--- src/rtl/mem_access_ctrl.sv ---
// rtl/mem_access_ctrl.sv - MEM-stage load/store controller feeding MEM/WB; MEM_TIMEOUT_EN adds an access timeout
module mem_access_ctrl #(
    parameter int DATA_W = 32,
    parameter int REG_W  = 5,
    parameter int TO_W   = 8
) (
    input  logic              clk,
    input  logic              rst,
    input  logic              ex_valid,
    input  logic              ex_MemRead,
    input  logic              ex_MemWrite,
    input  logic              ex_RegWrite,
    input  logic [REG_W-1:0]  ex_RegisterRd,
    input  logic [DATA_W-1:0] ex_AluResult,
    input  logic [DATA_W-1:0] ex_WriteData,
    output logic              stall,
    output logic              mem_req,
    output logic              mem_we,
    output logic [DATA_W-1:0] mem_addr,
    output logic [DATA_W-1:0] mem_wdata,
    input  logic              mem_ack,
    input  logic [DATA_W-1:0] mem_rdata,
    output logic              out_valid,
    output logic              out_RegWrite,
    output logic [REG_W-1:0]  out_RegisterRd,
    output logic              out_MemRead,
    output logic [DATA_W-1:0] out_Result,
    output logic              out_err
);

    typedef enum logic {IDLE, BUSY} state_t;

    state_t             state;
    logic [REG_W-1:0]   lat_rd;
    logic               lat_reg_write;
    logic               lat_mem_read;
    logic               ex_mem_op;

    assign ex_mem_op = ex_MemRead | ex_MemWrite;
    assign stall     = (state == BUSY);

`ifdef MEM_TIMEOUT_EN
    // Abort on the BUSY cycle whose increment would make the counter all-ones.
    localparam logic [TO_W-1:0] TO_LAST = ~TO_W'(1);
    logic [TO_W-1:0] to_cnt;
`else
    wire [TO_W-1:0] unused_to_w = '0;
`endif

    always_ff @(posedge clk) begin
        if (rst) begin
            state          <= IDLE;
            mem_req        <= 1'b0;
            mem_we         <= 1'b0;
            mem_addr       <= '0;
            mem_wdata      <= '0;
            out_valid      <= 1'b0;
            out_RegWrite   <= 1'b0;
            out_RegisterRd <= '0;
            out_MemRead    <= 1'b0;
            out_Result     <= '0;
            out_err        <= 1'b0;
            lat_rd         <= '0;
            lat_reg_write  <= 1'b0;
            lat_mem_read   <= 1'b0;
`ifdef MEM_TIMEOUT_EN
            to_cnt         <= '0;
`endif
        end else begin
            out_err <= 1'b0;
            case (state)
                IDLE: begin
                    out_valid <= 1'b0;
                    if (ex_valid) begin
                        if (ex_mem_op) begin
                            state         <= BUSY;
                            mem_req       <= 1'b1;
                            mem_we        <= ~ex_MemRead;
                            mem_addr      <= ex_AluResult;
                            mem_wdata     <= ex_WriteData;
                            lat_rd        <= ex_RegisterRd;
                            lat_reg_write <= ex_RegWrite;
                            lat_mem_read  <= ex_MemRead;
`ifdef MEM_TIMEOUT_EN
                            to_cnt        <= '0;
`endif
                        end else begin
                            out_valid      <= 1'b1;
                            out_RegWrite   <= ex_RegWrite && (ex_RegisterRd != '0);
                            out_RegisterRd <= ex_RegisterRd;
                            out_MemRead    <= 1'b0;
                            out_Result     <= ex_AluResult;
                        end
                    end
                end
                BUSY: begin
                    if (mem_ack) begin
                        state          <= IDLE;
                        mem_req        <= 1'b0;
                        out_valid      <= 1'b1;
                        // Stores never write back, whatever RegWrite said.
                        out_RegWrite   <= lat_reg_write && lat_mem_read && (lat_rd != '0);
                        out_RegisterRd <= lat_rd;
                        out_MemRead    <= lat_mem_read;
                        out_Result     <= lat_mem_read ? mem_rdata : mem_addr;
                    end
`ifdef MEM_TIMEOUT_EN
                    else if (to_cnt == TO_LAST) begin
                        state          <= IDLE;
                        mem_req        <= 1'b0;
                        out_valid      <= 1'b1;
                        out_RegWrite   <= 1'b0;
                        out_RegisterRd <= lat_rd;
                        out_MemRead    <= lat_mem_read;
                        out_err        <= 1'b1;
                    end else begin
                        to_cnt <= to_cnt + 1'b1;
                    end
`endif
                end
                default: state <= IDLE;
            endcase
        end
    end

endmodule

--- config.mk ---
export PLATFORM = sky130hd
export DESIGN_NAME = mem_access_ctrl
export DESIGN_NICKNAME = d
export VERILOG_FILES = /design/src/rtl/mem_access_ctrl.sv
export SDC_FILE = /design/constraint.sdc
export NUM_CORES = 1
export LEC_CHECK = 0
export CAP_MARGIN = 30
export CORE_ASPECT_RATIO = 0.7
export CORE_MARGIN = 4
export CORE_UTILIZATION = 47
export CTS_BUF_LIST = sky130_fd_sc_hd__clkbuf_8
export CTS_CLUSTER_SIZE = 14
export DETAILED_ROUTE_END_ITERATION = 16
export GPL_TIMING_DRIVEN = 0
export PLACE_DENSITY = 0.88
export SETUP_SLACK_MARGIN = 0.15
export SLEW_MARGIN = 20
export SYNTH_ARGS = -nofsm -noshare
export SYNTH_HDL_FRONTEND = slang
export SYNTH_SLANG_ARGS = --single-unit
export TNS_END_PERCENT = 1
--- constraint.sdc ---
create_clock -name clk -period 4.2 [get_ports clk]
set_input_delay 0.42 -clock clk [delete_from_list [all_inputs] [get_ports clk]]
set_output_delay 0.42 -clock clk [all_outputs]
set_load 0.03 [all_outputs]
==> results of run 1 <==
worst min path at each step:
stage,from,endpoint,slack [ns],depth (start not counted)
finish,out_Result[2],out_Result[2],0.46,2
global placement,out_Result[1],out_Result[1],0.45,2
floorplan,lat_reg_write,lat_reg_write,0.45,2
global route,out_Result[26],out_Result[26],0.49,2
detailed placement,out_Result[2],out_Result[2],0.45,2
CTS,out_Result[2],out_Result[2],0.46,2
flip-flops by register name (all words and copies together), names as in the netlist:
signal and flops:
out_MemRead 1, out_RegisterRd 5, out_valid 1, out_RegWrite 1
lat_reg_write 1, lat_mem_read 1, mem_we 1, mem_req 1
mem_wdata 32, stall 1, mem_addr 32, out_Result 32
lat_rd 5
logic make-up (layout without fill, tap and decap cells):
group | after synthesis | count (layout) | share of synthesized area
DFF | 114 | 114 | 0.455
other | 1 | 1 | 0.000747
AOI/OAI and AO/OA | 221 | 221 | 0.257
and+or+nand+nor | 159 | 159 | 0.154
muxes | 37 | 37 | 0.0738
buffers and inverters | 72 | 317 | 0.0593
through the flow:
step / std cells / hold WS (ns)
5_1_grt: 981 / 0.490
4_1_cts: 981 / 0.464
3_3_place_gp: 949 / 0.451
6_report: 981 / 0.464
3_5_place_dp: 949 / 0.455
2_1_floorplan: 604 / 0.454
layout make-up:
cell class	count	area (um^2)
clock buffer	20	275
tap	132	165
fill	754	2660
timing repair buffer	213	2130
clock inverter	12	139
sequential	114	2280
multi-input combinational	418	2440
buffer	72	298
power breakdown:
part	switching (uW)	internal, uW
registers	41.8	1150
logic	381	293
clock network	454	625
layout by cell type (no fill, tap or decap), drive strengths merged:
| cell type | n |
|---|---|
| a21oi | 108 |
| conb | 1 |
| nand3 | 104 |
| nand2b | 1 |
| and2 | 1 |
| nor2b | 3 |
| clkinv | 6 |
| or2 | 1 |
| clkinvlp | 1 |
| o2111ai | 1 |
| clkdlybuf4s50 | 213 |
| mux2i | 37 |
| inv | 2 |
| or4b | 1 |
| nor2 | 35 |
| buf | 17 |
| nor4b | 1 |
| nand2 | 3 |
| or4 | 2 |
| dfxtp | 114 |
| a221o | 32 |
| bufinv | 3 |
| o21ai | 72 |
| nor3 | 7 |
| a211oi | 7 |
| clkbuf | 75 |
| a311oi | 1 |
worst max-delay path, cell delays in order:
cell,delay (ns)
clkdlybuf4s50_1,0.51
or4b_4,0.61
clkbuf_1,0.30
clkbuf_1,0.33
nand3_1,0.18
a21oi_1,0.08
per-layer routing:
metal	up-vias	track usage	share of wire
met5	-	0	0
met4	0	0.108	0.019
met3	36	0.122	0.11
met2	363	0.490	0.47
met1	2779	0.355	0.40
li1	2689	-	-
==> results.yml, run 1 <==
logic_synthesis:
  ys.warnings.count: 0
  synth_area_um2: 5020
  syn-num-nets: 712
  synth_ff_type: "dfxtp_1"
  synth_area_leader_cell: "dfxtp_1"
  synth-async-reset-ratio: 0
  syn_inst: 604
  synth_most_common_cell: "dfxtp_1"
  synthTopCellsByCount: "dfxtp_1, a21oi_1, nand3_1"
  synth-edff-count: 0
  synth_area_leaders: "dfxtp_1, a21oi_1, nand3_1"
  avgSynthCellArea_um2: 8.31
  synth_top_area_frac: 0.455
  yosysSeqAreaShare: 0.455
  yosysUniqueCellTypes: 25
  synth-seq-cells: 114
setup_path:
  r2r_start: "stall"
  crit_end: "out_Result[8]"
  critPathKind: "in2reg"
  r2r_end: "out_Result[8]"
  endpoint_kind: "register"
  r2r_setup_slack_ns: 2.17
  cp-startpoint: "ex_MemRead"
  crit_arrival_ns: 2.45
  ff2ff_path_depth: 6
  cp-start-kind: "input pin"
  cp_max_fo: 10
  cp.required_ns: 4.50
drt:
  wl_per_cell_um: 19.6
  drc: 0
  vias_per_cell: 5.98
  firstDrtPassIters: 6
  vias: 5867
  postRouteAntennaNets: 0
  drt_iter0_drc: 624
  wl_mm: 19.2
finish:
  diodes: 0
  nets: 944
  fin_area_um2: 7740
  utilization: 0.744
  drive_above_1_share: 0.0448
  synthToLayoutAreaGrowth_pct: 54.2
clock_tree:
  insertion_delay_ns: 0.44
  postCtsResizedCells: 0
  cts.clk_slew.worst_paths_ns: 0.07
  cts-hold-fix-buffers: 0
  cts_tree: "built"
  cts_sinks: 114
  ctsLongestPathBuffers: 2
  post_cts_buffers: 0
  cts_max_level: 4
  cts.root.buffer_cell: "clkbuf_8"
  cts_buffers: 17
die:
  fp.dieArea_um2: 12400
  die_h_um: 94.5
  die_w_um: 132
  num_rows: 31
  core_um2: 10400
  initial_core_util: 0.483
  io_pins: 216
sta:
  worst_pin_slew_ns: 0.792
  maxSlewViolCount: 0
  finalSetupTns_ns: 0
  finalWorstSetupSlack_ns: 2.05
  period_share: 0.512
  final-hold-violation-count: 0
  rsz0062_at_grt: "no"
  fin_crit_ns: 2.15
  setup_viol: 0
  relSlewSlack: 0.470
  skew_ns: 0.00700
  fmax_ghz: 0.465
placed_design:
  port_buffers: 213
  dp_slack_ns: 1.67
  place.gp.congestion: 0.906
  place_hpwl_mm: 14.0
  place_area_um2: 7320
grt:
  grt_pass1_vias: 5870
  grt_pass1_wl_mm: 29.7
  grt-ovfl-total: 0
  antenna_found_initial: 0
  grt_max_degree: 17
  track_usage: 0.298
flow_run:
  maxCapViolCount: 0
min_path:
  worstHoldPathType: "reg2reg"
power:
  ir_worst_vdd_v: 0.000292
  p_total_uw: 2940
  p_per_area_nw_per_um2: 380
  power.leakage_uw: 0.00262
run_status:
  status: "complete, no violations"
(Power assumes the default switching activity.)
==> run 2: changes to the inputs <==
--- a/config.mk
+++ b/config.mk
@@ -8,12 +8,12 @@
 export CAP_MARGIN = 30
 export CORE_ASPECT_RATIO = 0.7
 export CORE_MARGIN = 4
-export CORE_UTILIZATION = 47
+export CORE_UTILIZATION = 44
 export CTS_BUF_LIST = sky130_fd_sc_hd__clkbuf_8
 export CTS_CLUSTER_SIZE = 14
 export DETAILED_ROUTE_END_ITERATION = 16
 export GPL_TIMING_DRIVEN = 0
-export PLACE_DENSITY = 0.88
+export PLACE_DENSITY = 0.83
 export SETUP_SLACK_MARGIN = 0.15
 export SLEW_MARGIN = 20
 export SYNTH_ARGS = -nofsm -noshare
==> constraint.sdc (replaced) <==
create_clock -name clk -period 2.1 [get_ports clk]
set_input_delay 0.21 -clock clk [delete_from_list [all_inputs] [get_ports clk]]
set_output_delay 0.21 -clock clk [all_outputs]
set_load 0.03 [all_outputs]
==> run 2 against run 1 <==
Net effect:
- combinational power increased by 99%
- sequential power increased by 100%
- critical endpoint is now out_Result[10]
- hold slack got worse by 0.13 ns
- critical path type is now reg2reg
- highest routed layer unchanged
==> results.yml, run 2 (same netlist as run 1, synthesis figures left out) <==
grt:
  grt_pass1_wl_mm: 29.3
  track_usage: 0.278
  grt-ovfl-total: 0
  grt_max_degree: 17
  top_usage_layer: "met2"
  grt_use_met2: 0.441
  grt_use_met1: 0.353
  grt_pass1_vias: 5688
  antenna_found_initial: 0
  grtUsageMet3: 0.0973
sta:
  period_share: 0.905
  setup_viol: 0
  rsz0062_at_grt: "yes"
  whs_ns: 0.339
  relSlewSlack: 0.460
  final-hold-violation-count: 0
  fmax_ghz: 0.526
  fin_crit_ns: 1.90
  maxSlewViolCount: 0
  worst_pin_slew_ns: 0.808
  skew_ns: 0.0134
finish:
  fin_area_um2: 7780
  diodes: 0
  top_regs: "mem_addr: 32 flops, mem_wdata: 32 flops, out_Result: 32 flops"
  drive_above_1_share: 0.0576
  final_common_cell: "clkdlybuf4s50_1"
  nets: 945
  synthToLayoutAreaGrowth_pct: 55.0
  layout_common_cells: "clkdlybuf4s50_1, dfxtp_1, a21oi_1"
power:
  ir_worst_vdd_v: 0.000420
  power.leakage_uw: 0.00266
  p_per_area_nw_per_um2: 754
die:
  die_w_um: 136
  initial_core_util: 0.453
  num_rows: 32
  core_um2: 11100
  die_h_um: 97.4
  io_pins: 216
  fp.dieArea_um2: 13200
placed_design:
  place_area_um2: 7340
  place_hpwl_mm: 13.8
  port_buffers: 213
  place.gp.congestion: 0.892
setup_path:
  cpPeakStageDelay_ns: 0.54
  cp-start-kind: "register"
  r2r_setup_slack_ns: 0.20
  cp_max_fo: 10
  cp_slowest_cell: "or4b_4"
  endpoint_kind: "register"
  critPathBufInv: 2
  cp.required_ns: 2.45
  critPathKind: "reg2reg"
  path_cells: "buf_6 > or4b_4 > clkbuf_1 > a221o_1 > a21oi_1"
  crit_arrival_ns: 2.25
  crit_family: "compound AO/OA/AOI/OAI gates"
clock_tree:
  insertion_delay_ns: 0.43
  ctsLongestPathBuffers: 2
  cts_tree: "built"
  post_cts_buffers: 0
  cts_buffers: 17
  cts.clk_slew.worst_paths_ns: 0.08
  cts_sinks: 114
  cts_max_level: 4
  cts.root.buffer_cell: "clkbuf_8"
drt:
  vias_per_cell: 5.77
  wl_mm: 18.7
  drt_iter0_drc: 495
  drc: 0
  vias: 5789
  firstDrtPassIters: 5
  postRouteAntennaNets: 0
  wl_per_cell_um: 18.7
run_status:
  status: "complete, no violations"
min_path:
  worstHoldPathType: "in2reg"
flow_run:
  maxCapViolCount: 0
run 2: cell count changes in the layout (fill, tap and decap cells not counted), sizes merged:
| cell | before | now |
|---|---|---|
| buf | 17 | 14 |
| clkinvlp | 1 | 2 |
| clkbuf | 75 | 79 |
| clkinv | 6 | 4 |
| inv | 2 | 3 |
run 2: worst min-delay path, cell delays in order:
cell	delay [ns]
clkdlybuf4s50_1	0.40
nand3_1	0.06
a21oi_1	0.05
run 2: timing repair:
item | in CTS | in global routing
hold buffers | 0 | 0
resized for setup | 1 | 19
setup endpoints to repair | 25 | 40
run 2: worst paths after layout:
| kind | startpoint | to | cells past startpoint |
|---|---|---|---|
| setup reg to reg | stall | out_Result[10] | 5 |
| hold / removal | ex_WriteData[22] | mem_wdata[22] | 3 |
| setup / recovery | stall | out_Result[10] | 5 |
| hold reg to reg | out_Result[1] | out_Result[1] | 2 |
run 2: through the flow:
step | power, uW | utilization | cells | setup TNS, ns | worst slack (ns)
6_report | 5870 | 0.701 | 1003 | 0 | 0.200
5_1_grt | 6080 | 0.701 | 1003 | 0 | 0.110
4_1_cts | 5870 | 0.700 | 1002 | 0 | 0.0850
3_5_place_dp | 3750 | 0.662 | 970 | -17.28 | -0.309
3_3_place_gp | 3710 | 0.662 | 970 | -12.25 | -0.201
2_1_floorplan | 3110 | - | 604 | 0 | 0.223
run 2: layer usage:
layer	vias up	share of wire
met2	308	0.46
li1	2692	-
met4	0	0.020
met5	-	0
met1	2747	0.42
met3	42	0.099
run 2: area by class of cell:
| type | instances | area [um^2] |
|---|---|---|
| Buffer | 72 | 313 |
| Clock buffer | 20 | 275 |
| Clock inverter | 12 | 140 |
| Fill cell | 888 | 3310 |
| Multi-Input combinational cell | 418 | 2440 |
| Sequential cell | 114 | 2280 |
| Tap cell | 153 | 191 |
| Timing Repair Buffer | 214 | 2140 |
run 2: power by group:
group / total, uW / switching (uW) / internal [uW]
Combinational: 1340 / 750 / 589
Clock: 2150 / 895 / 1250
Sequential: 2380 / 84.6 / 2300
Total: 5870 / 1730 / 4140
